===== src/rtl/mini16_s2m_collector_pkg.sv =====
// Shared definitions for the mini16 slave-to-master collector.
//   state_e    : collector FSM states
//   clog2_min1 : index width for a PE count, never less than one bit
//   word_addr / word_data : split a FIFO word {addr, data} into its fields
package mini16_s2m_pkg;

  typedef enum logic [1:0] {
    StIdle,
    StReq,
    StWait,
    StWrite
  } state_e;

  // Widest FIFO word the slicing helpers handle (WIDTH_D + DEPTH_V_F).
  localparam int unsigned MaxWordW = 64;

  function automatic int unsigned clog2_min1(input int unsigned n);
    int unsigned w;
    w = 0;
    for (int unsigned i = 0; i < 32; i++) begin
      if ((64'd1 << i) < 64'(n)) w = i + 1;
    end
    return (w == 0) ? 1 : w;
  endfunction

  // Address lives above the data field.
  function automatic logic [MaxWordW-1:0] word_addr(input logic [MaxWordW-1:0] word,
                                                    input int unsigned width_d);
    return word >> width_d;
  endfunction

  function automatic logic [MaxWordW-1:0] word_data(input logic [MaxWordW-1:0] word,
                                                    input int unsigned width_d);
    return word & ((64'd1 << width_d) - 64'd1);
  endfunction

endpackage


===== src/rtl/mini16_s2m_collector_if.sv =====
// Bus bundle between the collector, the PE slave-to-master FIFOs and the master write port.
//   fifo_req_r  : one-hot read request, bit i to PE i
//   fifo_valid  : per-PE returned-data valid
//   fifo_r_data : per-PE word {addr, data}, slice i from PE i
//   m_we/m_addr/m_data/m_ready : master write with backpressure
// Modport master is the collector side; slave is the PE/master environment side.
interface mini16_s2m_collector_if #(
  parameter int unsigned NUM_PE    = 8,
  parameter int unsigned WIDTH_D   = 16,
  parameter int unsigned DEPTH_V_F = 16
);
  logic [NUM_PE-1:0]                      fifo_req_r;
  logic [NUM_PE-1:0]                      fifo_valid;
  logic [NUM_PE*(WIDTH_D+DEPTH_V_F)-1:0] fifo_r_data;
  logic                                   m_we;
  logic [DEPTH_V_F-1:0]                   m_addr;
  logic [WIDTH_D-1:0]                     m_data;
  logic                                   m_ready;

  modport master (
    output fifo_req_r,
    input  fifo_valid,
    input  fifo_r_data,
    output m_we,
    output m_addr,
    output m_data,
    input  m_ready
  );

  modport slave (
    input  fifo_req_r,
    output fifo_valid,
    output fifo_r_data,
    input  m_we,
    input  m_addr,
    input  m_data,
    output m_ready
  );
endinterface


===== src/rtl/mini16_rr_pointer.sv =====
// Modulo-NUM_PE round-robin index counter.
//   i_clk     : clock
//   i_reset   : synchronous active-low reset, index returns to 0
//   i_advance : step to the next index, wrapping NUM_PE-1 -> 0
//   o_idx     : current index
module mini16_rr_pointer #(
  parameter int unsigned NUM_PE   = 8,
  parameter int unsigned WIDTH_PE = 3
) (
  input  logic                i_clk,
  input  logic                i_reset,
  input  logic                i_advance,
  output logic [WIDTH_PE-1:0] o_idx
);
  localparam logic [WIDTH_PE-1:0] Last = WIDTH_PE'(NUM_PE - 1);

  logic [WIDTH_PE-1:0] r_idx;

  always_ff @(posedge i_clk) begin
    if (!i_reset) begin
      r_idx <= '0;
    end else if (i_advance) begin
      r_idx <= (r_idx == Last) ? '0 : r_idx + 1'b1;
    end
  end

  assign o_idx = r_idx;
endmodule


===== src/rtl/mini16_s2m_collector.sv =====
// Drains the slave-to-master FIFOs of NUM_PE mini16 PEs round-robin and forwards each popped
// {addr, data} word as one write on the master bus.
//   i_clk          : clock
//   i_reset        : synchronous active-low reset
//   i_enable       : polling enable, gates only the start of a new poll
//   io_bus         : FIFO request/return and master write signals (master modport)
//   o_cur_pe       : PE currently selected
//   o_err_spurious : sticky flag for a valid that was not asked for
module mini16_s2m_collector
  import mini16_s2m_pkg::*;
#(
  parameter int unsigned NUM_PE       = 8,
  parameter int unsigned WIDTH_D      = 16,
  parameter int unsigned DEPTH_V_F    = 16,
  parameter int unsigned READ_LATENCY = 2,
  parameter int unsigned WIDTH_PE     = clog2_min1(NUM_PE)
) (
  input  logic                  i_clk,
  input  logic                  i_reset,
  input  logic                  i_enable,
  mini16_s2m_collector_if.master io_bus,
  output logic [WIDTH_PE-1:0]   o_cur_pe,
  output logic                  o_err_spurious
);
  localparam int unsigned WordW = WIDTH_D + DEPTH_V_F;
  localparam int unsigned CntW  = 4;
  // The wait counter is 0 in the first WAIT cycle, so this value marks cycle READ_LATENCY.
  localparam logic [CntW-1:0] LatLast = CntW'(READ_LATENCY - 1);

  state_e               r_state, w_state_next;
  logic [CntW-1:0]      r_cnt, w_cnt_next;
  logic                 r_we, w_we_next;
  logic [DEPTH_V_F-1:0] r_addr, w_addr_next;
  logic [WIDTH_D-1:0]   r_data, w_data_next;
  logic                 r_err, w_err_next;

  logic                 w_advance;
  logic [WIDTH_PE-1:0]  w_cur_pe;
  logic [NUM_PE-1:0]    w_sel;
  logic [NUM_PE-1:0]    w_legal;
  logic [WordW-1:0]     w_word;
  logic                 w_cur_valid;

  mini16_rr_pointer #(
    .NUM_PE   (NUM_PE),
    .WIDTH_PE (WIDTH_PE)
  ) u_ptr (
    .i_clk     (i_clk),
    .i_reset   (i_reset),
    .i_advance (w_advance),
    .o_idx     (w_cur_pe)
  );

  assign w_sel       = NUM_PE'(1) << w_cur_pe;
  assign w_word      = io_bus.fifo_r_data[w_cur_pe*WordW +: WordW];
  assign w_cur_valid = |(io_bus.fifo_valid & w_sel);

  // Only the selected PE may answer, and only while we are waiting for it.
  assign w_legal    = (r_state == StWait) ? w_sel : '0;
  assign w_err_next = r_err | (|(io_bus.fifo_valid & ~w_legal));

  always_comb begin
    w_state_next = r_state;
    w_cnt_next   = r_cnt;
    w_we_next    = r_we;
    w_addr_next  = r_addr;
    w_data_next  = r_data;
    w_advance    = 1'b0;
    unique case (r_state)
      StIdle: begin
        if (i_enable) w_state_next = StReq;
      end
      StReq: begin
        w_cnt_next   = '0;
        w_state_next = StWait;
      end
      StWait: begin
        w_cnt_next = r_cnt + 1'b1;
        // A valid on the last allowed cycle still counts as data.
        if (w_cur_valid) begin
          w_addr_next  = DEPTH_V_F'(word_addr(MaxWordW'(w_word), WIDTH_D));
          w_data_next  = WIDTH_D'(word_data(MaxWordW'(w_word), WIDTH_D));
          w_we_next    = 1'b1;
          w_state_next = StWrite;
        end else if (r_cnt == LatLast) begin
          w_advance    = 1'b1;
          w_state_next = StIdle;
        end
      end
      StWrite: begin
        if (io_bus.m_ready) begin
          w_we_next    = 1'b0;
          w_advance    = 1'b1;
          w_state_next = StIdle;
        end
      end
      default: w_state_next = StIdle;
    endcase
  end

  always_ff @(posedge i_clk) begin
    if (!i_reset) begin
      r_state <= StIdle;
      r_cnt   <= '0;
      r_we    <= 1'b0;
      r_addr  <= '0;
      r_data  <= '0;
      r_err   <= 1'b0;
    end else begin
      r_state <= w_state_next;
      r_cnt   <= w_cnt_next;
      r_we    <= w_we_next;
      r_addr  <= w_addr_next;
      r_data  <= w_data_next;
      r_err   <= w_err_next;
    end
  end

  assign io_bus.fifo_req_r = (r_state == StReq) ? w_sel : '0;
  assign io_bus.m_we       = r_we;
  assign io_bus.m_addr     = r_addr;
  assign io_bus.m_data     = r_data;
  assign o_cur_pe          = w_cur_pe;
  assign o_err_spurious    = r_err;
endmodule


===== src/flat_wrapper.sv =====
// flat-port wrapper written by rule: the top's interface ports become plain ports
module mini16_s2m_collector_flat import mini16_s2m_pkg::*;
#(
  parameter int unsigned NUM_PE       = 8,
  parameter int unsigned WIDTH_D      = 16,
  parameter int unsigned DEPTH_V_F    = 16,
  parameter int unsigned READ_LATENCY = 2,
  parameter int unsigned WIDTH_PE     = clog2_min1(NUM_PE)
)
  (i_clk, i_reset, i_enable, o_cur_pe, o_err_spurious, io_bus_fifo_req_r, io_bus_fifo_valid, io_bus_fifo_r_data, io_bus_m_we, io_bus_m_addr, io_bus_m_data, io_bus_m_ready);
  mini16_s2m_collector_if #(.NUM_PE(NUM_PE), .WIDTH_D(WIDTH_D), .DEPTH_V_F(DEPTH_V_F)) io_bus_i ();
  input  logic i_clk;
  input  logic i_reset;
  input  logic i_enable;
  output logic [WIDTH_PE-1:0] o_cur_pe;
  output logic o_err_spurious;
  output wire logic [$bits(io_bus_i.fifo_req_r)-1:0] io_bus_fifo_req_r;
  input wire logic [$bits(io_bus_i.fifo_valid)-1:0] io_bus_fifo_valid;
  input wire logic [$bits(io_bus_i.fifo_r_data)-1:0] io_bus_fifo_r_data;
  output wire logic [$bits(io_bus_i.m_we)-1:0] io_bus_m_we;
  output wire logic [$bits(io_bus_i.m_addr)-1:0] io_bus_m_addr;
  output wire logic [$bits(io_bus_i.m_data)-1:0] io_bus_m_data;
  input wire logic [$bits(io_bus_i.m_ready)-1:0] io_bus_m_ready;
  assign io_bus_fifo_req_r = io_bus_i.fifo_req_r;
  assign io_bus_i.fifo_valid = io_bus_fifo_valid;
  assign io_bus_i.fifo_r_data = io_bus_fifo_r_data;
  assign io_bus_m_we = io_bus_i.m_we;
  assign io_bus_m_addr = io_bus_i.m_addr;
  assign io_bus_m_data = io_bus_i.m_data;
  assign io_bus_i.m_ready = io_bus_m_ready;
  mini16_s2m_collector #(.NUM_PE(NUM_PE), .WIDTH_D(WIDTH_D), .DEPTH_V_F(DEPTH_V_F), .READ_LATENCY(READ_LATENCY), .WIDTH_PE(WIDTH_PE)) u_core (.i_clk(i_clk), .i_reset(i_reset), .i_enable(i_enable), .io_bus(io_bus_i), .o_cur_pe(o_cur_pe), .o_err_spurious(o_err_spurious));
endmodule

===== config.mk =====
export PLATFORM = sky130hd
export DESIGN_NAME = mini16_s2m_collector_flat
export DESIGN_NICKNAME = d
export VERILOG_FILES = /design/src/rtl/mini16_s2m_collector_pkg.sv /design/src/rtl/mini16_s2m_collector_if.sv /design/src/rtl/mini16_rr_pointer.sv /design/src/rtl/mini16_s2m_collector.sv /design/src/flat_wrapper.sv
export SDC_FILE = /design/constraint.sdc
export NUM_CORES = 1
export LEC_CHECK = 0
export CAP_MARGIN = 20
export CORE_AREA = 2 2 144 90
export CTS_CLUSTER_DIAMETER = 30
export DETAILED_ROUTE_END_ITERATION = 8
export DIE_AREA = 0 0 146 92
export GPL_ROUTABILITY_DRIVEN = 1
export PLACE_DENSITY_LB_ADDON = 0.08
export SYNTH_ARGS = -nofsm -noshare
export SYNTH_HDL_FRONTEND = slang
export SYNTH_HIERARCHICAL = 1
export SYNTH_SLANG_ARGS = --single-unit

===== constraint.sdc =====
create_clock -name i_clk -period 2.3 [get_ports i_clk]
set_input_delay 0.345 -clock i_clk [delete_from_list [all_inputs] [get_ports i_clk]]
set_output_delay 0.345 -clock i_clk [all_outputs]
set_load 0.01 [all_outputs]

==> metrics.md <==
| Metric | Value |
|---|---|
| Outcome | `finished clean` |
| Post-Syn Area | `4010 sq um` |
| Crit path time final | `2.15 ns` |
| Pwr/cell area | `351 nW/um^2` |
| Die Height | `92 um` |
| Met2 usage | `40.0%` |
| H-tree Lvls | `2` |
| Slew headroom | `53.1%` |
| Ys Warns | `6` |
| Placer Congestion | `between 0.8 and 0.9` |
| DRT iter0 DRCs | `182` |
| Sequential cell area fraction in the yosys report | `about 21%` |
| Syn_area_per_cell | `11.8 sq um` |
| Min-Delay Path Class | `reg -> reg` |
| Setup Viol. Count Final | `0` |
| Clock Root Buffer | `clkbuf_16` |
| Max_cap viols | `0` |
| Min Hold Slack | `0.474 ns` |
| Crit path max-delay family | `buffers and inverters` |
| GRT Max-Usage Layer | `met2` |
| Synth async-reset ratio | `0%` |
| Clock sinks | `43` |
| Largest net degree at the start of global routing | `46` |
| Final net count | `910` |
| Fmax | `around 0.46 GHz` |
| Worst-Skew Late Latency | `0.28 ns` |
| Final core area utilization | `between 60% and 70%` |
| Vias per cell | `5.33` |
| Max clock buf depth | `2` |
| Number of buffers created by CTS | `5` |
| Initial Util | `around 33%` |
| RSZ-0062 raised after global routing | `no` |
| Top-area cell type share of the netlist area | `37.0%` |
| Synth top area cells | `mux4_2 (37%), dfxtp_1 (21%), mux2i_1 (9.2%)` |
| EDFF count, synth | `0` |
| Yosys top cell by area | `mux4_2` |
| Vias in the first global route | `4394` |
| CP max FO | `4` |
| Clk slew on worst S/H paths | `0.06 ns` |
| Core Footprint | `12300 sq um` |
| Rows | `32` |
| Slew @ Worst Pin | `0.703 ns` |
| Hold Fails Final Rpt | `0` |
| Pleak | `2.46 nW` |
| Syn_nets | `between 600 and 700` |
| Layout cells sized above 1 | `~16%` |
| Routed len/inst | `19.5 um` |
| Setup CP Type | `reg -> out` |
| First-pass GRT wire length | `24000 um` |
| CP Launch Type | `register` |
| Reg-to-reg slack, setup | `between 0.3 and 0.4 ns` |
| Cells after DPL | `796` |
| Port bufs | `312` |
| First-pass detailed-route iteration total | `4` |
| Max Clock Skew | `0.00295 ns` |
| Antenna-violating nets left | `0` |
| Seq cells post-synth | `43` |
| GR Util met1 | `28.6%` |
| DP HPWL | `12400 um` |
| Hold_buf cts | `0` |
| Crit path buffers/inverters | `2` |
| Maximum VDD drop | `between 300 and 400 uV` |
| Tcrit/Tclk final | `93.6%` |
| Critical Path, Cell by Cell | `inv_1, ha_1, nand2b_1, nor3_1, clkdlybuf4s50_1` |
| I/O pins | `around 310` |
| GRT Total Usage | `between 20 and 25%` |
| Synth cell types | `36` |
| Die area | `approximately 13000 sq um` |
| ANT cells | `0` |
| CP peak stage delay | `0.58 ns` |
| Prevailing post-synth register cell | `dfxtp_1` |
| Number of antenna violations at the first check in global routing | `0` |
| Width of the die | `146 um` |
| Congestion Overflow GR | `0` |
| Final wirelength | `15700 um` |
| Required @ worst endpoint | `slightly below 2 ns` |
| Vias | `4293` |
| Worst path slowest cell | `clkdlybuf4s50_1` |
| Mapped Cells | `339` |
| Area Overhead vs Synth | `87.4%` |
| Post-route DRC | `0` |
| Pins Over Slew Limit | `0` |
| Fin cells | `805` |
| Met3 Track Usage GR | `5.07%` |
| CTS tree | `done` |
| CP Capture Type | `output pin` |
| Critical Path AT | `1.81 ns` |
cell families (layout without fill, tap and decap cells):
group                    count (synthesis)  after routing  share of synthesized area [%]
multiplexers                           110            110                           48.2
flip-flops                              43             43                           21.5
AO/OA/AOI/OAI                           52             52                           10.6
buffers and inverters                   46            342                           5.77
AND/OR/NAND/NOR                         80             80                           11.4
adder cells (fa/ha/maj)                  8              8                           2.49
worst paths after layout:
| path | from | end | depth (start not counted) |
|---|---|---|---|
| max | u_core/r_state[1]$_SDFFE_PN0P_ | io_bus_fifo_req_r[0] | 5 |
| min | u_core/io_bus.m_data[15]$_SDFFE_PN0P_ | u_core/io_bus.m_data[15]$_SDFFE_PN0P_ | 1 |
| max reg2reg | u_core/u_ptr/o_idx[0]$_SDFFE_PN0P_ | u_core/io_bus.m_data[11]$_SDFFE_PN0P_ | 5 |
| min reg2reg | u_core/io_bus.m_data[15]$_SDFFE_PN0P_ | u_core/io_bus.m_data[15]$_SDFFE_PN0P_ | 1 |
synth_stat cells (4+ instances only):
cell / count
nand2_1: 7
clkbuf_1: 17
nor2_1: 11
buf_1: 6
inv_1: 4
nand2b_1: 5
dfxtp_1: 43
nor4_1: 33
mux4_2: 66
nor2b_1: 4
buf_2: 11
a31o_1: 32
mux2i_1: 37
ha_1: 8
mux2_2: 4
buf_6: 6
nor3b_1: 4
nor3_1: 10
worst reg2reg max path: stages (launching register included):
cell	delay (ns)
dfxtp_4	0.47
mux2_1	0.36
mux4_2	0.52
nand2_1	0.21
buf_12	0.18
a31o_1	0.16
flip-flops by register name (all words and copies together) (netlist names):
name,cells
u_core/io_bus.m_addr,16
u_core/io_bus.m_data,16
u_core/io_bus.m_we,1
u_core/o_err_spurious,1
u_core/r_cnt,4
u_core/r_state,2
u_core/u_ptr/o_idx,3
cells in the final DEF, fill, tap and decap left out, types with 7 or more instances in the layout:
cell type        count
a31o_1              32
buf_12               7
buf_4                8
clkdlybuf4s50_1    311
dfxtp_1             40
ha_1                 8
mux2i_1             37
mux4_2              66
nand2_1              7
nor2_1              11
nor3_1              10
nor4_1              33
area by class of cell:
type / instances / area (sq um)
clock buffers: 5 / 125
clock inverters: 3 / 15.0
fillers: 1041 / 4810
inverters: 6 / 22.5
multi-input cells: 250 / 2920
flip-flops and latches: 43 / 872
well taps: 170 / 213
repair buffers: 328 / 3350
timing repair:
item | CTS | global route
resized for setup | 0 | 1
buffers inserted | 0 | 0
gates cloned | 1 | 0
pin swaps | 0 | 0
endpoints found under the setup margin | 3 | 2
stage by stage:
step                      area, sq um  setup TNS (ns)  total power [mW]  worst slack, ns
after detailed placement         7340         -0.0424              1.96          -0.0424
final                            7520               0              2.64            0.146
after CTS                        7520               0              2.66           0.0385
after floorplan                  4010               0              1.28           0.0934
after global routing             7520               0              2.76           0.0761
after global placement           7340               0              1.93           0.0459
power breakdown:
part	switching, mW	internal (mW)	leakage, nW
clock network	0.290	0.396	0.0733
registers	0.0440	0.792	0.350
logic	0.400	0.719	2.03
layer usage:
layer	vias up	share of wire (%)	routed length, um
met5	-	0	0
met1	2114	42	6620
met4	0	0.41	65
met3	4	6.7	1050
met2	163	51	8000
li1	2012	-	-
(Power assumes the default switching activity.)
==> variant 1 (same settings) <==
Take the reset off `r_data` and load it in a clocked block of its own.
--- a/src/rtl/mini16_s2m_collector.sv
+++ b/src/rtl/mini16_s2m_collector.sv
@@ -104,16 +104,18 @@
       r_cnt   <= '0;
       r_we    <= 1'b0;
       r_addr  <= '0;
-      r_data  <= '0;
       r_err   <= 1'b0;
     end else begin
       r_state <= w_state_next;
       r_cnt   <= w_cnt_next;
       r_we    <= w_we_next;
       r_addr  <= w_addr_next;
-      r_data  <= w_data_next;
       r_err   <= w_err_next;
     end
+  end
+
+  always_ff @(posedge i_clk) begin
+    r_data <= w_data_next;
   end
 
   assign io_bus.fifo_req_r = (r_state == StReq) ? w_sel : '0;
Formal check against the unedited RTL: differs if i_reset is asserted again (counterexample within 4 cycles, from zero or initial values and one cycle with i_reset low); with i_reset held inactive, the same outputs for 10 cycles.
==> variant 1 against the original RTL <==
- sequential cell count unchanged
- synthesized area rose by 0.84%
- highest routed layer unchanged
- total power up 3.9%
- cell area shrank 1.0%
- routed wire length is 2.1% lower
- setup slack lost 29 ps
- critical path depth shrank 1
- count of clock-buffer cells in the layout is 2 higher
- via count fell by 4.7%
==> variant 1: results (changes against the original RTL) <==
- Fin cells: 809 (was 805)
- Syn_nets: 614 (was 615)
- EDFF count, synth: 16 (was 0)
- Global-route wire length before repair: 23.4 mm (was 24.0 mm)
- Maximum net fanout on the critical path: 23 (was 4)
- Drt initial violations: 168 (was 182)
- Total via count after detailed routing: 4091 (was 4293)
- Largest voltage drop on the vdd net: 0.209 mV (was 0.310 mV)
- Total leakage power: 2.56 nW (was 2.46 nW)
- Top cells by instance count after synthesis: sky130_fd_sc_hd__mux2i_1, sky130_fd_sc_hd__mux4_2, sky130_fd_sc_hd__dfxtp_1 (was sky130_fd_sc_hd__mux4_2, sky130_fd_sc_hd__dfxtp_1, sky130_fd_sc_hd__mux2i_1)
- Cell Area, Placed: 7310 um2 (was 7340 um2)
- Sequential area share after synthesis: 0.252 (was 0.215)
- Pre-CTS worst setup slack: 196 ps (was -42.4 ps)
- Post-synthesis cell type count: 47 (was 36)
- Synth-to-layout area growth: 83.9% (was 87.4%)
- Worst path arrival time: 1840 ps (was 1810 ps)
- Startpoint of the worst hold path: u_core/io_bus.m_addr[14]$_SDFFE_PN0P_ (was u_core/io_bus.m_data[15]$_SDFFE_PN0P_)
- Number of input and output port buffers inserted: 312 (unchanged)
- Total Routing Usage GR: 0.226 (was 0.225)
- Launch point of the critical path: u_core/u_ptr/o_idx[0]$_SDFFE_PN0P_ (was u_core/r_state[1]$_SDFFE_PN0P_)
- Leading cell types by total area after synthesis: sky130_fd_sc_hd__mux4_2, sky130_fd_sc_hd__dfxtp_1, sky130_fd_sc_hd__mux2i_1 (unchanged)
- Number of H-tree levels: 2 (unchanged)
- Result of the run: finished clean (unchanged)
- Kind of path behind the tightest hold check: register to register (unchanged)
- Skew-Pair Late Insertion Delay: 280 ps (about the same)
- Initial antenna violation count: 0 (unchanged)
- Via count of the first global-routing pass: 4231 (was 4394)
- Antenna Cells: 0 (unchanged)
- Filler cell count in the final layout: 1016 (was 1041)
- Number of nets in the final layout: 915 (was 910)
- Post-Synthesis Cells: 338 (was 339)
- Total half-perimeter wirelength after legalization and detailed placement: 12.9 mm (was 12.4 mm)
- Placed insts: 802 (was 796)
- RePlAce Congestion: 0.870 (was 0.838)
- Fin Hold WS: 463 ps (was 474 ps)
- Post-synthesis async set-or-reset flop share: 0 (unchanged)
- Slew @ Worst Pin: 587 ps (was 703 ps)
- Slack of the worst reg-to-reg path: 370 ps (was 350 ps)
- WL per Instance: 19.0 um (was 19.5 um)
- Fraction of layout instances using a drive strength above 1: 0.119 (was 0.159)
- Yosys warns: 6 (unchanged)
- Worst clock skew: 5.17 ps (was 2.95 ps)
==> variant 1: path summary, 6_finish.rpt <==
kind | endpoint | cells past startpoint
worst max register to register | u_core/io_bus.m_data[9]$_DFFE_PP_ | 3
worst max-delay path | io_bus_fifo_req_r[6] | 4
worst min-delay path | u_core/io_bus.m_addr[14]$_SDFFE_PN0P_ | 2
worst min register to register | u_core/io_bus.m_addr[14]$_SDFFE_PN0P_ | 2
==> variant 1: kinds of logic after synthesis <==
logic type      count (synthesis)  share of synthesized area
simple gates                   67                     0.0819
fa+ha+maj                       8                     0.0247
compound gates                 59                      0.109
mux                           120                      0.467
buf+inv                        41                     0.0656
flops                          43                      0.252
==> variant 1: final cells by class <==
cell class / count / area share
inverter: 8 / 0.00403
timing repair buffer: 327 / 0.440
multi-input combinational: 254 / 0.371
sequential: 43 / 0.138
clock buffer: 7 / 0.0183
tap: 170 / 0.0286
==> variant 1: worst max-delay path: stages (launching register included) <==
cell,delay (ps)
sky130_fd_sc_hd__dfxtp_4,450
sky130_fd_sc_hd__buf_12,200
sky130_fd_sc_hd__nand2b_1,200
sky130_fd_sc_hd__nor2_1,140
sky130_fd_sc_hd__clkdlybuf4s50_1,550
==> variant 1: metal layers <==
layer	part of all wire	routed length [um]	vias to the layer above	global-route usage
li1	-	-	1962	-
met1	0.40	6200	1946	0.269
met2	0.50	7750	167	0.401
met3	0.079	1220	16	0.0721
met4	0.015	232	0	0.0494
met5	0	0	-	0
==> variant 1: where the power goes <==
part / internal (mW) / switching [mW]
Sequential: 0.864 / 0.0525
Clock: 0.409 / 0.273
Combinational: 0.747 / 0.397
==> variant 2 (same settings) <==
Without the edit above. `WIDTH_D` is set to 16 in 3 places; all go to 12.
--- a/src/rtl/mini16_s2m_collector_if.sv
+++ b/src/rtl/mini16_s2m_collector_if.sv
@@ -6,7 +6,7 @@
 // Modport master is the collector side; slave is the PE/master environment side.
 interface mini16_s2m_collector_if #(
   parameter int unsigned NUM_PE    = 8,
-  parameter int unsigned WIDTH_D   = 16,
+  parameter int unsigned WIDTH_D   = 12,
   parameter int unsigned DEPTH_V_F = 16
 );
   logic [NUM_PE-1:0]                      fifo_req_r;
--- a/src/rtl/mini16_s2m_collector.sv
+++ b/src/rtl/mini16_s2m_collector.sv
@@ -10,7 +10,7 @@
   import mini16_s2m_pkg::*;
 #(
   parameter int unsigned NUM_PE       = 8,
-  parameter int unsigned WIDTH_D      = 16,
+  parameter int unsigned WIDTH_D      = 12,
   parameter int unsigned DEPTH_V_F    = 16,
   parameter int unsigned READ_LATENCY = 2,
   parameter int unsigned WIDTH_PE     = clog2_min1(NUM_PE)
--- a/src/flat_wrapper.sv
+++ b/src/flat_wrapper.sv
@@ -2,7 +2,7 @@
 module mini16_s2m_collector_flat import mini16_s2m_pkg::*;
 #(
   parameter int unsigned NUM_PE       = 8,
-  parameter int unsigned WIDTH_D      = 16,
+  parameter int unsigned WIDTH_D      = 12,
   parameter int unsigned DEPTH_V_F    = 16,
   parameter int unsigned READ_LATENCY = 2,
   parameter int unsigned WIDTH_PE     = clog2_min1(NUM_PE)
Ports: changed (resized io_bus_fifo_r_data and io_bus_m_data); port bits go from 313 to 277. No check against the original RTL was run, so the function may have changed too.
==> variant 2 against the original RTL <==
- count of clock-buffer cells in the layout increased by 2
- final cell count unchanged
- first-iteration DRC count decreased by 37%
- routed wire length decreased by 9.6%
- die area unchanged
- sequential cell count decreased by 4
- sequential share of layout area increased by 0.077 points
- combinational power decreased by 23%
- setup slack got worse by 57 ps
- total power decreased by 14%
- synthesized area decreased by 7.7%
- cell area decreased by 10%
- worst hold slack got worse by 15 ps
- register-to-register slack improved by 70 ps
==> variant 2: results (changes against the original RTL) <==
- Result of the run: finished clean (unchanged)
- Number of input and output port buffers inserted: 276 (was 312)
- Slowest Stage Delay on Critical Path: 640 ps (was 580 ps)
- Largest voltage drop on the vdd net: 0.256 mV (was 0.310 mV)
- Fraction of area in registers: 0.117 (was 0.116)
- Met2 Routed Length: 6.91 mm (was 8.00 mm)
- Fraction of layout instances using a drive strength above 1: 0.0929 (was 0.159)
- Reg2reg path depth: 7 (was 5)
- Syn_nets: 618 (was 615)
- Launch point of the critical path: u_core/u_ptr/o_idx[2]$_SDFFE_PN0P_ (was u_core/r_state[1]$_SDFFE_PN0P_)
- Worst clock skew: 4.68 ps (was 2.95 ps)
- Detailed-routing iteration count for the pre-antenna-repair pass: 5 (was 4)
- RePlAce Congestion: 0.766 (was 0.838)
- Reg-to-Reg End: u_core/o_err_spurious$_SDFF_PN0_ (was u_core/io_bus.m_data[11]$_SDFFE_PN0P_)
- Number of nets in the final layout: 878 (was 910)
- Total half-perimeter wirelength after legalization and detailed placement: 11.5 mm (was 12.4 mm)
- Maximum net fanout on the critical path: 29 (was 4)
- Filler cell count in the final layout: 1130 (was 1041)
- Post-synthesis cell type count: 44 (was 36)
- Layout sequential cell count: 39 (was 43)
- Total routed wire length on the met1 layer: 6.09 mm (was 6.62 mm)
- Total Routing Usage GR: 0.200 (was 0.225)
- Sequential area share after synthesis: 0.211 (was 0.215)
- Cell with the biggest individual delay on the critical path: sky130_fd_sc_hd__dfxtp_4 (was sky130_fd_sc_hd__clkdlybuf4s50_1)
- Non-clock buffering overhead in the final layout: 0.432 (was 0.446)
- Leading cell types by total area after synthesis: sky130_fd_sc_hd__mux2i_1, sky130_fd_sc_hd__dfxtp_1, sky130_fd_sc_hd__mux4_2 (was sky130_fd_sc_hd__mux4_2, sky130_fd_sc_hd__dfxtp_1, sky130_fd_sc_hd__mux2i_1)
- Multi-input comb cells: 289 (was 250)
- Drt initial violations: 114 (was 182)
- Worst max-slew margin expressed relative to the limit: 0.511 (was 0.531)
- Startpoint of the worst hold path: u_core/io_bus.m_data[9]$_SDFFE_PN0P_ (was u_core/io_bus.m_data[15]$_SDFFE_PN0P_)
- Total via count after detailed routing: 4032 (was 4293)
- Switching share of power: 0.261 (was 0.278)
- Area of the multi-input gates: 2650 um2 (was 2920 um2)
- WL per Instance: 17.7 um (was 19.5 um)
- Area fraction of clock buffers and clock inverters: 0.0204 (was 0.0186)
- Inverters excl. clock: 10 (was 6)
- Worst setup path end: io_bus_fifo_req_r[4] (was io_bus_fifo_req_r[0])
- Non-clock buffer total of the final layout: 289 (was 328)
- Slack of the worst reg-to-reg path: 420 ps (was 350 ps)
- Met3 wirelength from detailed routing: 1.14 mm (was 1.05 mm)
[variant 2: cell types whose count changed in the layout (fill, tap and decap cells not counted), sizes merged, moves of 4 or more]
cell	before	now
mux2i	37	89
mux4	66	28
clkdlybuf4s50	311	275
nor4	33	0
a31o	32	1
o211ai	0	30
a22oi	0	29
nand2	7	36
nand3	1	8
nor3	10	3
mux2	7	1
dfxtp	43	39
inv	6	10
o21ai	1	5
[variant 2: through the flow]
stage                     instance area, um2  utilization  hold slack, ps  instances  setup WS [ps]
after floorplan                         3700            -             463        374            608
after global placement                  6590        0.534             446        796            240
after detailed placement                6600        0.535             452        797            205
after CTS                               6740        0.547             464        805           71.3
after global routing                    6740        0.547             483        805           4.16
final                                   6740        0.547             460        805           89.2
[variant 2: critical path, delay by kind of cell, from the launching register on]
| kind | cells | cell delay (ps) |
|---|---|---|
| DFF | 1 | 640 |
| buffers and inverters | 1 | 570 |
| and+or+nand+nor | 2 | 370 |
[variant 2: power by group through the flow]
stage / clock (mW) / combinational (mW) / sequential [mW]
6_report: 0.670 / 0.865 / 0.738
5_1_grt: 0.717 / 0.927 / 0.743
4_1_cts: 0.691 / 0.869 / 0.738
3_5_place_dp: 0 / 0.865 / 0.753
3_3_place_gp: 0 / 0.847 / 0.751
2_1_floorplan: 0 / 0.307 / 0.762
[variant 2: logic make-up (layout without fill, tap and decap cells)]
group	after synthesis	count (layout)	synth area share
buffers and inverters	46	307	0.0733
AND/OR/NAND/NOR	80	80	0.105
adder cells (fa/ha/maj)	8	8	0.0270
multiplexers	118	118	0.415
AO/OA/AOI/OAI	83	83	0.169
flip-flops	39	39	0.211
[variant 2: metal layers]
layer | global-route usage | vias up
li1 | - | 1969
met5 | 0 | -
met3 | 0.0587 | 6
met1 | 0.249 | 1894
met4 | 0.0275 | 0
met2 | 0.351 | 163
